**src/rtl/rtr_route_gen_pkg.sv**
```systemverilog
// Shared types and helpers for the per-VC route generator.
// Latency: n/a (types and constant functions only).
// Backpressure: n/a.
package rtr_route_gen_pkg;

    localparam int line_neighbors_per_dim = 2;

    typedef enum logic {
        ST_IDLE = 1'b0,
        ST_BUSY = 1'b1
    } rg_state_t;

    function automatic int clogb(input int value);
        int r;
        r = 0;
        while ((1 << r) < value) r++;
        return r;
    endfunction

endpackage

```
**src/rtl/rtr_dor_next_hop.sv**
```systemverilog
// Dimension-order next hop: first differing dimension (lowest first) picks the port.
// Latency: purely combinational.
// Backpressure: none; evaluated every cycle.
module rtr_dor_next_hop #(
    parameter int num_dimensions       = 2,
    parameter int dim_addr_width       = 2,
    parameter int num_nodes_per_router = 1,
    parameter int node_addr_width      = 1,
    parameter int num_ports            = 5
) (
    input  logic [num_dimensions*dim_addr_width-1:0] router_address,
    input  logic [num_dimensions*dim_addr_width-1:0] target_addr,
    input  logic [node_addr_width-1:0]               dest_node,
    output logic [num_ports-1:0]                     op
);

    logic found;

    always_comb begin
        op    = '0;
        found = 1'b0;
        for (int d = 0; d < num_dimensions; d++) begin
            if (!found && (target_addr[d*dim_addr_width +: dim_addr_width] !=
                           router_address[d*dim_addr_width +: dim_addr_width])) begin
                found = 1'b1;
                // Minus-direction port is even, plus-direction port is odd.
                if (target_addr[d*dim_addr_width +: dim_addr_width] <
                    router_address[d*dim_addr_width +: dim_addr_width])
                    op = num_ports'(1) << (2*d);
                else
                    op = num_ports'(1) << (2*d + 1);
            end
        end
        if (!found) begin
            for (int n = 0; n < num_nodes_per_router; n++) begin
                if (dest_node == node_addr_width'(n))
                    op = num_ports'(1) << (num_dimensions*2 + n);
            end
        end
    end

endmodule

```
**src/rtl/rtr_route_gen.sv**
```systemverilog
// Per-input-VC phased DOR route unit: captures head, holds route until tail.
// Latency: route and route_valid register one cycle after each flit of the packet.
// Backpressure: none; heads arriving mid-packet are dropped and flagged.
module rtr_route_gen
    import rtr_route_gen_pkg::*;
#(
    parameter int num_message_classes   = 2,
    parameter int num_resource_classes  = 2,
    parameter int num_vcs_per_class     = 1,
    parameter int num_dimensions        = 2,
    parameter int num_routers_per_dim   = 4,
    parameter int num_nodes_per_router  = 1,
    parameter int num_neighbors_per_dim = line_neighbors_per_dim,
    parameter int num_ports             = num_dimensions*num_neighbors_per_dim + num_nodes_per_router,
    parameter int port_id               = 0,
    parameter int vc_id                 = 0,
    parameter int dim_addr_width        = clogb(num_routers_per_dim),
    parameter int node_addr_width       = (clogb(num_nodes_per_router) > 1) ? clogb(num_nodes_per_router) : 1
) (
    input  logic                                     clk,
    input  logic                                     reset,
    input  logic [num_dimensions*dim_addr_width-1:0] router_address,
    input  logic                                     flit_valid,
    input  logic                                     flit_head,
    input  logic                                     flit_tail,
    input  logic [num_dimensions*dim_addr_width-1:0] dest_addr,
    input  logic [node_addr_width-1:0]               dest_node,
    input  logic [num_dimensions*dim_addr_width-1:0] int_addr,
    output logic                                     route_valid,
    output logic [num_ports-1:0]                     route_op,
    output logic [num_resource_classes-1:0]          route_orc,
    output logic [1:0]                               errors
);

    localparam int  num_vcs       = num_message_classes*num_resource_classes*num_vcs_per_class;
    localparam int  resource_class = ((vc_id % num_vcs) / num_vcs_per_class) % num_resource_classes;
    localparam bit  has_next_class = resource_class < num_resource_classes - 1;
    localparam bit  eject_input    = port_id >= num_dimensions*2;
    localparam int  rc_up          = has_next_class ? resource_class + 1 : resource_class;

    rg_state_t                     state, state_nxt;
    logic                          rv_nxt;
    logic                          load;
    logic                          proto_err;
    logic                          route_err;
    logic                          at_int;
    logic                          use_int;
    logic                          dest_ok;
    logic [num_ports-1:0]          op_int, op_dst, op_nxt;
    logic [num_resource_classes-1:0] orc_nxt;

    rtr_dor_next_hop #(
        .num_dimensions      (num_dimensions),
        .dim_addr_width      (dim_addr_width),
        .num_nodes_per_router(num_nodes_per_router),
        .node_addr_width     (node_addr_width),
        .num_ports           (num_ports)
    ) u_hop_int (
        .router_address(router_address),
        .target_addr   (int_addr),
        .dest_node     (dest_node),
        .op            (op_int)
    );

    rtr_dor_next_hop #(
        .num_dimensions      (num_dimensions),
        .dim_addr_width      (dim_addr_width),
        .num_nodes_per_router(num_nodes_per_router),
        .node_addr_width     (node_addr_width),
        .num_ports           (num_ports)
    ) u_hop_dst (
        .router_address(router_address),
        .target_addr   (dest_addr),
        .dest_node     (dest_node),
        .op            (op_dst)
    );

    // Phase 0 heads for the intermediate router until it is reached; then the class bumps.
    assign at_int  = (router_address == int_addr);
    assign use_int = has_next_class && !at_int;
    assign op_nxt  = use_int ? op_int : op_dst;
    assign orc_nxt = (has_next_class && at_int) ? num_resource_classes'(1) << rc_up
                                                : num_resource_classes'(1) << resource_class;
    assign dest_ok = 32'(dest_node) < num_nodes_per_router;

    always_comb begin
        state_nxt = state;
        rv_nxt    = (state == ST_BUSY);
        load      = 1'b0;
        proto_err = 1'b0;
        if (flit_valid) begin
            case (state)
                ST_IDLE: begin
                    if (flit_head && dest_ok) begin
                        load   = 1'b1;
                        rv_nxt = 1'b1;
                        if (!flit_tail) state_nxt = ST_BUSY;
                    end else begin
                        proto_err = 1'b1;
                    end
                end
                ST_BUSY: begin
                    if (flit_head) proto_err = 1'b1;
                    else if (flit_tail) state_nxt = ST_IDLE;
                end
                default: state_nxt = ST_IDLE;
            endcase
        end
    end

    assign route_err = load && ((op_nxt & (num_ports'(1) << port_id)) != '0) &&
                       (!has_next_class || eject_input);

    always_ff @(posedge clk) begin
        if (reset) begin
            state       <= ST_IDLE;
            route_valid <= 1'b0;
            route_op    <= '0;
            route_orc   <= '0;
            errors      <= '0;
        end else begin
            state       <= state_nxt;
            route_valid <= rv_nxt;
            if (load) begin
                route_op  <= op_nxt;
                route_orc <= orc_nxt;
            end
            errors <= errors | {route_err, proto_err};
        end
    end

endmodule

```
**config.mk**
```make
export PLATFORM = sky130hd
export DESIGN_NAME = rtr_route_gen
export DESIGN_NICKNAME = d
export VERILOG_FILES = /design/src/rtl/rtr_route_gen_pkg.sv /design/src/rtl/rtr_dor_next_hop.sv /design/src/rtl/rtr_route_gen.sv
export SDC_FILE = /design/constraint.sdc
export NUM_CORES = 1
export LEC_CHECK = 0
export CORE_AREA = 4 4 48 50
export CTS_CLUSTER_DIAMETER = 100
export CTS_CLUSTER_SIZE = 8
export DETAILED_ROUTE_END_ITERATION = 10
export DIE_AREA = 0 0 52 54
export PLACE_DENSITY = 0.76
export SLEW_MARGIN = 20
export SYNTH_ARGS = -nofsm -noshare
export SYNTH_HDL_FRONTEND = slang
export SYNTH_SLANG_ARGS = --single-unit
```
**constraint.sdc**
```tcl
create_clock -name clk -period 1.2 [get_ports clk]
set_input_delay 0.18 -clock clk [delete_from_list [all_inputs] [get_ports clk]]
set_output_delay 0.18 -clock clk [all_outputs]
set_load 0.1 [all_outputs]
```
==> out/results.tsv <==
metric	value	unit
largest family of logic cells by synthesized area	simple AND/OR/NAND/NOR gates	
CP Launch Type	input pin	
cell repeated most along the worst path	buf_4	
Syn Area/Cell	8.50	um^2
CP required	1370	ps
mux cell area share after synthesis	1.51	%
Final min period	1230	ps
IO Count	28	
Fillers	117	
Clock Latency Late Sink	280	ps
post-synthesis sequential area ratio	30.2	%
Post-DP Area	0.00118	mm^2
vias per cell	5.14	
Fin. Hold Viols	0	
CTS clk-pin slew, worst paths	60	ps
crit path cell chain	buf_2, inv_2, buf_4, ha_4, buf_4, a21oi_4, nand3b_1, a311oi_1	
final-stage net count	155	
hold path depth	4	
xor and xnor area share after synthesis	0	%
Pleak	0.553	nW
crit path max fanout	2	
R2R cell count	4	
Synth area leaders	dfxtp_1, ha_1, a211oi_2	
internal reg-to-reg setup slack	0	ps
cts bufs inserted	3	
slowest CP cell	a311oi_1	
vias in the first global route	782	
drt pass-1 iters	4	
# setup viols final	1	
most frequent cells in the layout	buf_4, buf_12, ha_4, buf_2	
via count	792	
CTS tree	built	
Synth area leader	dfxtp_1	
maximum root-to-sink buffer count	2	
Critical Path AT	1400	ps
Synth Area in Adders	15.1	%
core area	0.00190	mm^2
H-Tree Depth	1	
Compound-Gate Fraction of Synth Area	21.1	%
Final period util	102	%
P&R area growth vs syn	105	%
Initial Util	34.9	%
post-DP HPWL	1.55	mm
share of layout cells above drive strength 1	60.6	%
remaining antenna violation count	0	
failing checks	setup timing	
Worst Hold Path EP	route_op[2]	
total power	0.00112	W
worst setup margin	-28.3	ps
# diodes	0	
post-synthesis simple-gate area fraction	23.0	%
f_max	0.814	GHz
min-delay src	int_addr[3]	
critical path class	input pin to flop	
CTS Sinks	10	
peak per-stage delay on the critical path	310	ps
# DRC	0	
largest net degree at the start of global routing	7	
area occupied by multi-input gates	544	um^2
Synth Register Bits	10	
initial antenna violation count	0	
GRT Util Overall	17.4	%
post-synth top area share	30.2	%
Crit Reg-Reg Startpoint	state	
commonest non-fill, non-tap cell in the layout	buf_4	
Synthesized Nets	104	
worst min path class	input pin to flop	
final instance area	0.00136	mm^2
unrepaired setup endpoints after global routing	yes	
Site Rows	16	
Cell variety after synth	25	
gpl congestion	0.695	
final wirelength	2.51	mm
first-pass GRT wire length	3.55	mm
Routed WL per cell	16.3	um
status	finished with violations	
Cells after Synth	78	
Die Span Y	54	um
Max Cap Viol	0	
DR iter-0 viols	20	
clock skew	3.72	ps
crit end category	flop	
pwr dens	823	mW/mm^2
worst hold margin	362	ps
CP top delay family	buffers and inverters	
total grt overflow	0	
die area	0.00281	mm^2
crit path buf inv count	4	
Pins Over Slew Limit	0	
worst vdd ir	384	uV
CTS Root Cell	clkbuf_4	
Storage cell area	213	um^2
PortBufs	26	
Worst R2R End	route_op[1]	
Post-Syn Area	663	um^2
hold buffers post-CTS	0	
Yosys warning count	0	
Die W	52	um
==> through the flow <==
stage                     setup WS (ps)  instances  TNS, ps  util (%)
after CTS                          26.2        153        0      69.1
after detailed placement           -650        140    -4260      61.8
final                             -28.3        154    -28.3      71.5
after global routing               -154        154     -279      71.5
after floorplan                   -8.25         78    -8.25         -
after global placement             -514        140    -3390      61.8
==> how the worst max path moves through the flow <==
stage	cells after the start	slack, ps	end	start
after floorplan	6	-8	route_op[2]	router_address[1]
after global placement	7	-510	route_op[2]	router_address[3]
after detailed placement	7	-650	route_op[3]	router_address[1]
after CTS	5	30	route_orc[0]	state
after global routing	7	-150	route_op[1]	router_address[0]
final	8	-30	route_op[1]	router_address[1]
==> final cells by class <==
type	instances	area share [%]
inverter	9	2.48
timing repair buffer	49	37.7
clock buffer	3	1.66
tap	27	2.48
multi-input combinational	56	40.0
sequential	10	15.6
==> worst register-to-register path: stages, from the launching register on <==
cell,delay (ps)
dfxtp_4,370
nor3b_4,280
buf_12,160
nor2_1,50
a311oi_1,230
==> cells in the mapped netlist <==
master	number
conb_1	1
mux2i_1	1
a211oi_2	3
o21ai_0	4
a31oi_1	1
nor2b_4	1
a211o_1	1
nand3b_1	1
nor2_1	9
nor3b_4	1
a21oi_1	5
ha_1	8
nand2_1	6
nand4_1	2
dfxtp_1	10
nor4_1	1
nand2b_1	4
a311oi_1	3
a211oi_1	1
inv_1	9
buf_6	1
buf_4	1
clkbuf_1	1
o2111ai_1	1
nor2b_1	2
==> kinds of logic after synthesis <==
logic type | count (synthesis)
AO/OA/AOI/OAI | 19
adder cells (fa/ha/maj) | 8
buffers and inverters | 12
flip-flops | 10
multiplexers | 1
other | 1
AND/OR/NAND/NOR | 27
==> timing repair <==
item | 4_1_cts | 5_1_grt
buffers inserted | 9 | 1
resized for setup | 52 | 10
gates cloned | 1 | 0
setup endpoints to repair | 7 | 5
pin swaps | 8 | 7
==> power breakdown <==
group          internal, W  total (W)  leakage [nW]  switching, W
clock             0.000116   0.000237        0.0138      0.000121
sequential        0.000346   0.000363        0.0855     0.0000169
combinational     0.000243   0.000518         0.453      0.000275
total             0.000706    0.00112         0.553      0.000413
==> flip-flops by register name, indices dropped and copies added (netlist names) <==
register and flops:
state 1, errors 1, route_orc 2, route_op 5, route_valid 1
==> per-layer routing <==
metal | track usage, % | wire (um) | vias to the layer above
met1 | 17.0 | 921 | 379
met2 | 36.0 | 1380 | 36
met4 | 7.86 | 41 | 0
met5 | 0 | 0 | -
li1 | - | - | 372
met3 | 1.94 | 165 | 5
(Power assumes the default switching activity.)
